File: src/rtl/alu_accum_reg_if.sv
`default_nettype none
// ============================================================================
//  Module   : alu_accum_reg_if
//  Purpose  : Control, ALU-result and display-side signals of the result
//             register / operand-feedback stage.
//  Revision : 1.0  initial release
// ============================================================================
interface alu_accum_reg_if;
    logic       exec;
    logic       undo;
    logic       clear;
    logic [7:0] alu_out;
    logic [3:0] b_sel;
    logic [7:0] acc;
    logic       valid;
    logic       busy;
    logic [2:0] depth;

    modport master (
        output exec, undo, clear, alu_out,
        input  b_sel, acc, valid, busy, depth
    );

    modport slave (
        input  exec, undo, clear, alu_out,
        output b_sel, acc, valid, busy, depth
    );
endinterface
`default_nettype wire

File: src/rtl/alu_accum_reg.sv
`default_nettype none
// ============================================================================
//  Module   : alu_accum_reg
//  Purpose  : Accumulator capturing the ALU result after a settle delay, with
//             a bounded LIFO undo history and acc[3:0] fed back as operand B.
//  Revision : 1.0  initial release
// ============================================================================
module alu_accum_reg #(
    parameter int SETTLE_CYCLES = 1,
    parameter int HIST_DEPTH    = 4
) (
    input  wire logic      clk,
    input  wire logic      reset,
    alu_accum_reg_if.slave bus
);

    typedef enum logic [1:0] {
        IDLE   = 2'd0,
        SETTLE = 2'd1,
        COMMIT = 2'd2
    } state_t;

    localparam logic [3:0] SETTLE_INIT = 4'(SETTLE_CYCLES);
    localparam logic [2:0] HIST_MAX    = 3'(HIST_DEPTH);

    state_t     state_q, state_d;
    logic [3:0] cnt_q,   cnt_d;
    logic [7:0] acc_q,   acc_d;
    logic [2:0] depth_q, depth_d;
    logic       valid_q, valid_d;
    logic       busy_q,  busy_d;
    logic       exec_q,  exec_d;
    logic       undo_q,  undo_d;
    logic [7:0] hist_q [HIST_DEPTH];
    logic [7:0] hist_d [HIST_DEPTH];

    logic       exec_rise;
    logic       undo_rise;
    logic [7:0] hist_top;

    always_comb begin
        state_d   = state_q;
        cnt_d     = cnt_q;
        acc_d     = acc_q;
        depth_d   = depth_q;
        valid_d   = valid_q;
        hist_d    = hist_q;
        exec_d    = bus.exec;
        undo_d    = bus.undo;
        exec_rise = bus.exec & ~exec_q;
        undo_rise = bus.undo & ~undo_q;

        hist_top = 8'h00;
        for (int i = 0; i < HIST_DEPTH; i++) begin
            if (3'(i) == depth_q - 3'd1) begin
                hist_top = hist_q[i];
            end
        end

        if (bus.clear) begin
            state_d = IDLE;
            cnt_d   = 4'd0;
            acc_d   = 8'h00;
            depth_d = 3'd0;
            valid_d = 1'b0;
        end else begin
            case (state_q)
                IDLE: begin
                    // exec wins a same-cycle collision; the undo edge is lost
                    if (exec_rise) begin
                        state_d = SETTLE;
                        cnt_d   = SETTLE_INIT;
                    end else if (undo_rise && depth_q != 3'd0) begin
                        acc_d   = hist_top;
                        depth_d = depth_q - 3'd1;
                    end
                end
                SETTLE: begin
                    cnt_d = cnt_q - 4'd1;
                    if (cnt_q <= 4'd1) begin
                        state_d = COMMIT;
                    end
                end
                COMMIT: begin
                    // full stack: shift out the oldest entry, newest lands on top
                    if (depth_q >= HIST_MAX) begin
                        for (int i = 0; i < HIST_DEPTH - 1; i++) begin
                            hist_d[i] = hist_q[i + 1];
                        end
                        hist_d[HIST_DEPTH - 1] = acc_q;
                    end else begin
                        for (int i = 0; i < HIST_DEPTH; i++) begin
                            if (3'(i) == depth_q) begin
                                hist_d[i] = acc_q;
                            end
                        end
                        depth_d = depth_q + 3'd1;
                    end
                    acc_d   = bus.alu_out;
                    valid_d = 1'b1;
                    state_d = IDLE;
                end
                default: state_d = IDLE;
            endcase
        end

        busy_d = (state_d != IDLE);
    end

    always_ff @(posedge clk) begin
        if (reset) begin
            state_q <= IDLE;
            cnt_q   <= 4'd0;
            acc_q   <= 8'h00;
            depth_q <= 3'd0;
            valid_q <= 1'b0;
            busy_q  <= 1'b0;
            exec_q  <= 1'b0;
            undo_q  <= 1'b0;
        end else begin
            state_q <= state_d;
            cnt_q   <= cnt_d;
            acc_q   <= acc_d;
            depth_q <= depth_d;
            valid_q <= valid_d;
            busy_q  <= busy_d;
            exec_q  <= exec_d;
            undo_q  <= undo_d;
        end
    end

    // history contents are don't-care after reset; depth gates every read
    always_ff @(posedge clk) begin
        hist_q <= hist_d;
    end

    assign bus.b_sel = acc_q[3:0];
    assign bus.acc   = acc_q;
    assign bus.valid = valid_q;
    assign bus.busy  = busy_q;
    assign bus.depth = depth_q;

endmodule
`default_nettype wire

File: src/flat_wrapper.sv
// flat-port wrapper written by rule: the top's interface ports become plain ports
module alu_accum_reg_flat 
#(
    parameter int SETTLE_CYCLES = 1,
    parameter int HIST_DEPTH    = 4
)
  (clk, reset, bus_exec, bus_undo, bus_clear, bus_alu_out, bus_b_sel, bus_acc, bus_valid, bus_busy, bus_depth);
  alu_accum_reg_if bus_i ();
  input  wire logic clk;
  input  wire logic reset;
  input wire logic [$bits(bus_i.exec)-1:0] bus_exec;
  input wire logic [$bits(bus_i.undo)-1:0] bus_undo;
  input wire logic [$bits(bus_i.clear)-1:0] bus_clear;
  input wire logic [$bits(bus_i.alu_out)-1:0] bus_alu_out;
  output wire logic [$bits(bus_i.b_sel)-1:0] bus_b_sel;
  output wire logic [$bits(bus_i.acc)-1:0] bus_acc;
  output wire logic [$bits(bus_i.valid)-1:0] bus_valid;
  output wire logic [$bits(bus_i.busy)-1:0] bus_busy;
  output wire logic [$bits(bus_i.depth)-1:0] bus_depth;
  assign bus_i.exec = bus_exec;
  assign bus_i.undo = bus_undo;
  assign bus_i.clear = bus_clear;
  assign bus_i.alu_out = bus_alu_out;
  assign bus_b_sel = bus_i.b_sel;
  assign bus_acc = bus_i.acc;
  assign bus_valid = bus_i.valid;
  assign bus_busy = bus_i.busy;
  assign bus_depth = bus_i.depth;
  alu_accum_reg #(.SETTLE_CYCLES(SETTLE_CYCLES), .HIST_DEPTH(HIST_DEPTH)) u_core (.clk(clk), .reset(reset), .bus(bus_i));
endmodule
File: config.mk
export PLATFORM = sky130hd
export DESIGN_NAME = alu_accum_reg_flat
export DESIGN_NICKNAME = d
export VERILOG_FILES = /design/src/rtl/alu_accum_reg_if.sv /design/src/rtl/alu_accum_reg.sv /design/src/flat_wrapper.sv
export SDC_FILE = /design/constraint.sdc
export NUM_CORES = 1
export LEC_CHECK = 0
export ABC_CLOCK_PERIOD_IN_PS = 2800
export CAP_MARGIN = 20
export CORE_ASPECT_RATIO = 0.8
export CORE_MARGIN = 3
export CORE_UTILIZATION = 30
export CTS_CLUSTER_DIAMETER = 200
export DETAILED_ROUTE_END_ITERATION = 6
export HOLD_SLACK_MARGIN = 0.12
export PLACE_DENSITY = 0.49
export SYNTH_ARGS = -nofsm -noshare
export SYNTH_HDL_FRONTEND = slang
export SYNTH_SLANG_ARGS = --single-unit
File: constraint.sdc
create_clock -name clk -period 2.8 [get_ports clk]
set_input_delay 0.28 -clock clk [delete_from_list [all_inputs] [get_ports clk]]
set_output_delay 0.28 -clock clk [all_outputs]
set_load 0.01 [all_outputs]
==> flow_summary.ini, run 1 <==
[die]
floorplan.core_area_mm2 = 0.00856
die_height_um = 90.4
floorplan.die.width_um = 112
placement_rows = 30
initial_core_util_pct = 31.2
floorplan.io_pins = 30
die-area_mm2 = 0.0101

[logic_synthesis]
synth_top_area_cell = edfxtp_1
yosys.cell_types.count = 40
synth_fp_nets = 301
syn_inst = 275
avgSynthCellArea_um2 = 9.71
synth_async_sr_flop_share_pct = 0
synth_top_area_share_pct = 36.0
synth-warning-count = 0
netlist_area_mm2 = 0.00267
post_synth_edffs = 32
yosys_most_used_dff = edfxtp_1
netlist_top_cells_area = edfxtp_1 (36%), dfxtp_1 (16%), nand2_1 (8.0%)
synth.yosys.seq_area_share_pct = 51.7
yosys_register_bits = 53

[sta]
finalHoldWorstSlack_ns = 0.491
endpoints_failing_hold = 0
worst_clock_skew_ns = 0.00631
setup_repair_after_global_routing_missed_its_margin = false
final.period_utilization_pct = 82.6
timing_worst_slew_pin_value_ns = 1.02
setup_viol = 0
pins_over_their_slew_limit = 0
setup_tns_ns = 0
layout_min_cycle_time_ns = 2.31
max_freq_ghz = 0.432
worst_slew_margin_rel_pct = 31.8

[power_and_ir_drop]
total_leakage_power_uw = 0.00110
irDropWorstVdd_uv = 170
cellPowerDensity_mw_per_mm2 = 437

[cts]
cts_buffer_depth = 2
worst_skew_pair.late_latency_ns = 0.31
hold_buffers = 0
cts_buffers = 5
cts.repair.resized = 0
cts_tree = done
cts.sinks = 53
cts-root-buf = clkbuf_8
cts.htree.levels = 2
clk_transition_reported_paths_ns = 0.10
post_cts.repair.setup_buffers = 0

[routing]
post_drt_wl_per_cell_um = 15.0
drt_pre_antenna_iters = 4
total_wire_length_after_detailed_routing_um = 6140
postRouteAntennaNets = 0
initialDrtViolationCount = 191
detailroute.via_count = 1932
avgViaCountPerCell = 4.71
drcViolationCount = 0

[worst_setup_path]
cp_max_fo = 8
path_delay_family = simple AND/OR/NAND/NOR gates
worst_setup_path_start_kind = flip-flop
critPathSlowestCell = or4_1
timing.setup.critical_path_class = reg -> reg
cp_data_required_time_ns = 3.01
setup.worst_path.end_class = flip-flop
critical_path_arrival_ns = 2.52
cp_num_buf_inv = 1
critical_path.cell_chain = inv_1 > ha_1 > ha_1 > or4_1 > a21oi_2 > a21oi_1
most_frequent_cell_on_the_critical_path = ha_1
worst_path_largest_cell_delay_ns = 0.78

[placement]
buffer_ports.inserted = 29
gp_congestion = 0.766
detailedPlacementHpwl_um = 4590

[flow_run]
drv_cap = 0

[final_layout]
layout-area-overhead-vs-synth_pct = 17.2
ant_cells = 0
nNetsFinal = 323
most-common-layout-cells = nand2_1 (57), edfxtp_1 (32), clkdlybuf4s50_1 (29), dfxtp_1 (21), nor2_1 (18)
drive_above_1_share_pct = 9.73
final_common_cell = nand2_1

[global_route]
first_global_vias = 1779
number_of_antenna_violations_at_the_first_check_in_global_routing = 0
pin_count_of_the_biggest_net_entering_global_routing = 22
wire_length_of_the_first_global_routing_pass_um = 9900
overflow = 0
grt_util_all_layers_pct = 12.4

[worst_hold_path]
worstHoldPathType = reg -> reg

[status]
status = finished, final reports clean
==> worst paths after layout <==
path / startpoint / to / slack, ns / cells past startpoint
setup / recovery: u_core.bus.depth[0] / u_core.bus.acc[2] / 0.49 / 6
hold / removal: u_core.cnt_q[2] / u_core.cnt_q[2] / 0.49 / 2
setup reg to reg: u_core.bus.depth[0] / u_core.bus.acc[2] / 0.49 / 6
hold reg to reg: u_core.cnt_q[2] / u_core.cnt_q[2] / 0.49 / 2
==> tightest hold or removal path, delay by kind of cell (launching register included) <==
kind	cells	cell delay (ns)
AOI/OAI and AO/OA	1	0.05
DFF	1	0.34
and+or+nand+nor	1	0.06
==> final cells by class <==
cell class,count,area (um^2)
sequential,53,1380
clock buffer,5,68.8
multi-input combinational,187,1120
inverter,15,56.3
fill,895,5430
timing repair buffer,35,335
tap,112,140
clock inverter,3,25.0
==> stage by stage <==
step	std cells	total power (uW)	cell area, um^2	util (%)	worst slack (ns)
finish	410	1370	3130	36.6	0.487
global route	410	1430	3130	36.6	0.332
CTS	409	1390	3120	36.5	0.467
detailed placement	401	931	3030	35.4	0.470
global placement	401	930	3030	35.4	0.560
floorplan	275	896	2670	-	0.587
==> Yosys cell counts (3+ instances only) <==
master and count:
buf_1 3, o21ai_1 10, o211ai_1 9, ha_1 13
inv_1 14, nor2b_1 4, nor2_1 18, a21oi_2 8
clkbuf_1 8, buf_2 3, edfxtp_1 32, nand3_1 8
nor3_1 9, a21oi_1 11, a221oi_1 8, buf_4 4
nand2_1 57, dfxtp_1 21, o21ai_0 8
==> registers in the layout (all words and copies together), names as in the netlist <==
signal,cells
u_core.cnt_q,4
u_core.undo_q,1
u_core.hist_q,32
u_core.bus.depth,3
u_core.state_q,2
u_core.bus.valid,1
u_core.exec_q,1
u_core.bus.busy,1
u_core.bus.acc,8
==> power breakdown <==
group | internal, uW | switching [uW]
logic | 38.0 | 42.4
registers | 825 | 6.64
clock network | 183 | 275
==> metal layers <==
metal / global-route usage (%) / wire length [um]
met5: 0 / 0
met4: 3.04 / 48
met3: 2.21 / 205
met2: 16.4 / 2380
met1: 20.2 / 3510
==> cells by family after synthesis <==
group	count (synthesis)	synth area share, %
AND/OR/NAND/NOR	112	20.4
AO/OA/AOI/OAI	61	15.3
flip-flops	53	51.7
buffers and inverters	35	6.18
adder cells (fa/ha/maj)	13	6.09
XOR/XNOR	1	0.328
No activity file was read; power rests on OpenSTA's default activity.
==> run 2: changes to the inputs <==
Settings changed: ABC_CLOCK_PERIOD_IN_PS 2800 to 2100, PLACE_DENSITY 0.49 to 0.51.
Clock period 2.8 ns to 2.1 ns, I/O delays scaled along.
==> run 2 against run 1 <==
Net effect:
- sequential power increased by 33%
- combinational power increased by 47%
- final cell count increased by 2.9%
- hold slack got worse by 0.00068 ns
- routed wire length decreased by 1.2%
- global-route usage increased by 0.55 points
- utilization increased by 1.1 points
- critical path depth increased by 1
- clock skew about the same
- sequential cell count unchanged
- sequential share of layout area decreased by 1.2 points
- critical path type unchanged
- highest routed layer unchanged
==> flow_summary.ini, run 2 (synthesis results as in run 1) <==
[status]
status = finished, final reports clean

[worst_setup_path]
critical_path_arrival_ns = 2.20
worst_r2r_endpoint = u_core.bus.depth[2]
r2r_slack_ns = 0.12
critical_path.reg2reg.startpoint = u_core.bus.depth[0]
setup.worst_path.end_class = flip-flop
critPathSlowestCell = or4b_4
ff2ff_path_depth = 7
worst_setup_path_start_kind = flip-flop
cp_num_buf_inv = 1
path_delay_family = simple AND/OR/NAND/NOR gates
worst_path_largest_cell_delay_ns = 0.53
timing.setup.critical_path_class = reg -> reg
most_frequent_cell_on_the_critical_path = ha_2
cp_max_fo = 6
cp_data_required_time_ns = 2.32
critical_path.cell_chain = inv_1 > ha_2 > ha_2 > or4b_4 > nor3_4 > o221ai_1 > o31ai_1

[die]
floorplan.io_pins = 30
die_height_um = 90.4
initial_core_util_pct = 31.2
floorplan.core_area_mm2 = 0.00856
die-area_mm2 = 0.0101
floorplan.die.width_um = 112
placement_rows = 30

[global_route]
pin_count_of_the_biggest_net_entering_global_routing = 23
overflow = 0
wire_length_of_the_first_global_routing_pass_um = 10600
grt_util_all_layers_pct = 12.9
first_global_vias = 2012
number_of_antenna_violations_at_the_first_check_in_global_routing = 0

[power_and_ir_drop]
irDropWorstVdd_uv = 291
cellPowerDensity_mw_per_mm2 = 559
total_leakage_power_uw = 0.00116

[placement]
detailedPlacementHpwl_um = 4570
gp_congestion = 0.779
buffer_ports.inserted = 29
dp_worst_setup_slack_ns = 0.0946
postPlaceCellArea_mm2 = 0.00313

[cts]
clk_transition_reported_paths_ns = 0.10
worst_skew_pair.late_latency_ns = 0.31
cts-root-buf = clkbuf_8
cts_buffer_depth = 2
cts.htree.levels = 2
cts_tree = done
hold_buffers = 0
cts_buffers = 5
cts.sinks = 53

[sta]
worst_clock_skew_ns = 0.00665
worst_slew_margin_rel_pct = 64.7
final.period_utilization_pct = 94.3
setup_tns_ns = 0
max_freq_ghz = 0.505
layout_min_cycle_time_ns = 1.98
setup_viol = 0
pins_over_their_slew_limit = 0
timing_worst_slew_pin_value_ns = 0.530
fin_ws_ns = 0.120
endpoints_failing_hold = 0

[routing]
drt_pre_antenna_iters = 5
initialDrtViolationCount = 138
total_wire_length_after_detailed_routing_um = 6060
avgViaCountPerCell = 4.72
post_drt_wl_per_cell_um = 14.4
detailroute.via_count = 1990
drcViolationCount = 0
postRouteAntennaNets = 0

[final_layout]
final_cell_area_mm2 = 0.00323
final_common_cell = nand2_1
most-common-layout-cells = nand2_1 (57), edfxtp_1 (32), clkdlybuf4s50_1 (29), dfxtp_1 (19)
max_flop_register = u_core.hist_q
nNetsFinal = 335
drive_above_1_share_pct = 14.5
ant_cells = 0
largest_register_ffs = 32
layout-area-overhead-vs-synth_pct = 20.8

[worst_hold_path]
whs_path_depth = 2
worstHoldPathType = in -> reg
hold_path_startpoint = bus_exec
worst_hold_path.endpoint = u_core.exec_q

[flow_run]
drv_cap = 0
-- run 2: cell types whose count changed in the layout (fill, tap and decap cells not counted), sizes merged --
cell / before / now
inv: 17 / 16
buf: 6 / 18
clkbuf: 5 / 6
-- run 2: worst max path at each step --
stage / from / end / slack (ns) / cells past startpoint
2_1_floorplan: u_core.bus.depth[1] / u_core.bus.depth[0] / 0.06 / 7
3_3_place_gp: u_core.bus.depth[0] / u_core.bus.depth[0] / 0.16 / 7
3_5_place_dp: u_core.bus.depth[0] / u_core.bus.depth[2] / 0.09 / 7
4_1_cts: u_core.bus.depth[0] / u_core.bus.depth[2] / 0.07 / 7
5_1_grt: u_core.bus.depth[0] / u_core.bus.depth[2] / -0.003 / 7
6_report: u_core.bus.depth[0] / u_core.bus.depth[2] / 0.12 / 7
-- run 2: layout make-up --
type | instances | area (um^2)
Multi-Input combinational cell | 187 | 1130
Clock buffer | 6 | 72.6
Timing Repair Buffer | 47 | 425
Tap cell | 112 | 140
Clock inverter | 2 | 13.8
Sequential cell | 53 | 1380
Fill cell | 894 | 5330
Inverter | 15 | 56.3
-- run 2: routing by layer --
| metal | global-route usage, % | vias up | share of wire, % |
|---|---|---|---|
| met5 | 0 | - | 0 |
| met1 | 21.0 | 918 | 55 |
| met3 | 2.41 | 2 | 3.8 |
| met4 | 3.04 | 0 | 0.51 |
| met2 | 17.3 | 40 | 41 |
| li1 | - | 1030 | - |
-- run 2: repair_timing --
item	4_1_cts	5_1_grt
gates resized for setup	0	2
setup endpoints to repair	0	3
setup buffers	0	1
-- run 2: worst register-to-register path: stages, from the launching register on --
cell and delay, ns:
dfxtp_2 0.34, inv_1 0.07, ha_2 0.21, ha_2 0.20
or4b_4 0.53, nor3_4 0.29, o221ai_1 0.16, o31ai_1 0.09
-- run 2: per-stage QoR --
stage	std cells	util (%)	hold slack, ns	total power (uW)
3_5_place_dp	413	36.5	0.476	1250
4_1_cts	421	37.6	0.477	1830
3_3_place_gp	412	36.5	0.459	1250
6_report	422	37.7	0.490	1800
2_1_floorplan	275	-	0.282	1200
5_1_grt	422	37.7	0.496	1890
-- run 2: power by group --
group	internal, uW	switching (uW)	total [uW]
Clock	237	343	580
Sequential	1100	5.58	1110
Combinational	56.7	60.9	118
Total	1390	409	1800
==> run 3: changes to the inputs <==
Settings changed: HOLD_SLACK_MARGIN 0.12 to 0.05, SETUP_SLACK_MARGIN set to 0.1.
==> run 3 against run 2 <==
Net effect:
- total power rose by 0.18%
- final cell count rose by 0.47%
- die area unchanged
==> flow_summary.ini, run 3 (synthesis results as in run 1) <==
[worst_setup_path]
ff2ff_path_depth = 7
timing.setup.critical_path_class = reg -> reg
worst_setup_path_start_kind = flip-flop
setup.worst_path.end_class = flip-flop
cp_data_required_time_ns = 2.29
critical_path_arrival_ns = 2.13
cp_max_fo = 6

[sta]
worst_slew_margin_rel_pct = 66.8
max_freq_ghz = 0.516
setup_repair_after_global_routing_missed_its_margin = true
final.period_utilization_pct = 92.3
pins_over_their_slew_limit = 0
timing_worst_slew_pin_value_ns = 0.494
worst_clock_skew_ns = 0.00450
layout_min_cycle_time_ns = 1.94
endpoints_failing_hold = 0
setup_tns_ns = 0
setup_viol = 0
finalHoldWorstSlack_ns = 0.476

[die]
floorplan.core_area_mm2 = 0.00856
initial_core_util_pct = 31.2
die-area_mm2 = 0.0101
placement_rows = 30
floorplan.io_pins = 30
floorplan.die.width_um = 112
die_height_um = 90.4

[cts]
cts_tree = done
clk_transition_reported_paths_ns = 0.10
worst_skew_pair.late_latency_ns = 0.31
hold_buffers = 0
cts-root-buf = clkbuf_8
cts_buffers = 5
cts.htree.levels = 2
cts_buffer_depth = 2
cts.sinks = 53

[global_route]
grt_util_all_layers_pct = 13.0
wire_length_of_the_first_global_routing_pass_um = 10600
overflow = 0
pin_count_of_the_biggest_net_entering_global_routing = 23
first_global_vias = 1996
number_of_antenna_violations_at_the_first_check_in_global_routing = 0

[final_layout]
most-common-layout-cells = nand2_1 (57), edfxtp_1 (32), clkdlybuf4s50_1 (29), buf_4 (19)
nNetsFinal = 337
max_flop_register = u_core.hist_q
layout-area-overhead-vs-synth_pct = 22.4
final_common_cell = nand2_1
largest_register_ffs = 32
ant_cells = 0
drive_above_1_share_pct = 16.0

[power_and_ir_drop]
total_leakage_power_uw = 0.00117
cellPowerDensity_mw_per_mm2 = 552
irDropWorstVdd_uv = 330

[placement]
detailedPlacementHpwl_um = 4690
buffer_ports.inserted = 29
gp_congestion = 0.772

[routing]
initialDrtViolationCount = 127
postRouteAntennaNets = 0
avgViaCountPerCell = 4.67
total_wire_length_after_detailed_routing_um = 6340
drcViolationCount = 0
drt_pre_antenna_iters = 4
detailroute.via_count = 1979
post_drt_wl_per_cell_um = 14.9

[flow_run]
drv_cap = 0

[status]
status = finished, final reports clean

[worst_hold_path]
whs_path_depth = 2
worstHoldPathType = reg -> reg
[run 3: changes by cell type in the layout (fill, tap and decap cells not counted)]
cell      before  now
o221ai_2       0    1
ha_4           0    1
nor3_2         2    3
o221ai_1       1    0
dfxtp_1       19   18
ha_2           2    1
buf_4         18   19
nor3_1         8    7
dfxtp_4        0    1
buf_6          0    1
[run 3: worst max-delay path: stages, from the launching register on]
cell and delay (ns):
dfxtp_4 0.37, inv_1 0.05, ha_2 0.21, ha_4 0.18, or4b_4 0.52, nor3_4 0.27
buf_4 0.17, o31ai_1 0.05
[run 3: power breakdown]
part,internal (uW),leakage (uW),switching [uW],total (uW)
clock,238,0.0000417,343,581
sequential,1100,0.000469,5.77,1100
combinational,58.1,0.000660,63.1,121
[run 3: cell type report]
class,instances,area (um^2)
clock inverter,2,13.8
clock buffer,6,72.6
fill,871,5290
tap,112,140
sequential,53,1390
multi-input combinational,187,1160
inverter,15,56.3
timing repair buffer,49,444
[run 3: path summary, 6_finish.rpt]
kind / start / end / slack (ns)
worst max-delay path: u_core.bus.depth[1] / u_core.bus.depth[2] / 0.16
worst min-delay path: u_core.cnt_q[2] / u_core.cnt_q[2] / 0.48
worst max register to register: u_core.bus.depth[1] / u_core.bus.depth[2] / 0.16
worst min register to register: u_core.cnt_q[2] / u_core.cnt_q[2] / 0.48
[run 3: per-stage QoR]
step | worst slack (ns) | power, uW | util [%] | std cells | area (um^2)
2_1_floorplan | 0.105 | 1200 | - | 275 | 2680
3_3_place_gp | 0.148 | 1250 | 36.6 | 413 | 3130
3_5_place_dp | 0.0761 | 1250 | 36.7 | 414 | 3140
4_1_cts | 0.102 | 1820 | 37.9 | 423 | 3240
5_1_grt | 0.0616 | 1890 | 38.2 | 424 | 3270
6_report | 0.161 | 1810 | 38.2 | 424 | 3270
[run 3: layer usage]
| metal | track usage, % | vias to the layer above | share of wire, % |
|---|---|---|---|
| met1 | 20.4 | 912 | 56 |
| met4 | 3.04 | 0 | 0.99 |
| met5 | 0 | - | 0 |
| met2 | 18.0 | 32 | 40 |
| li1 | - | 1030 | - |
| met3 | 2.68 | 5 | 3.1 |
[run 3: what timing repair did]
item                       CTS  global route
pin swaps                    2             4
gates resized for setup      3             3
setup buffers                1             1
setup endpoints to repair    3             3
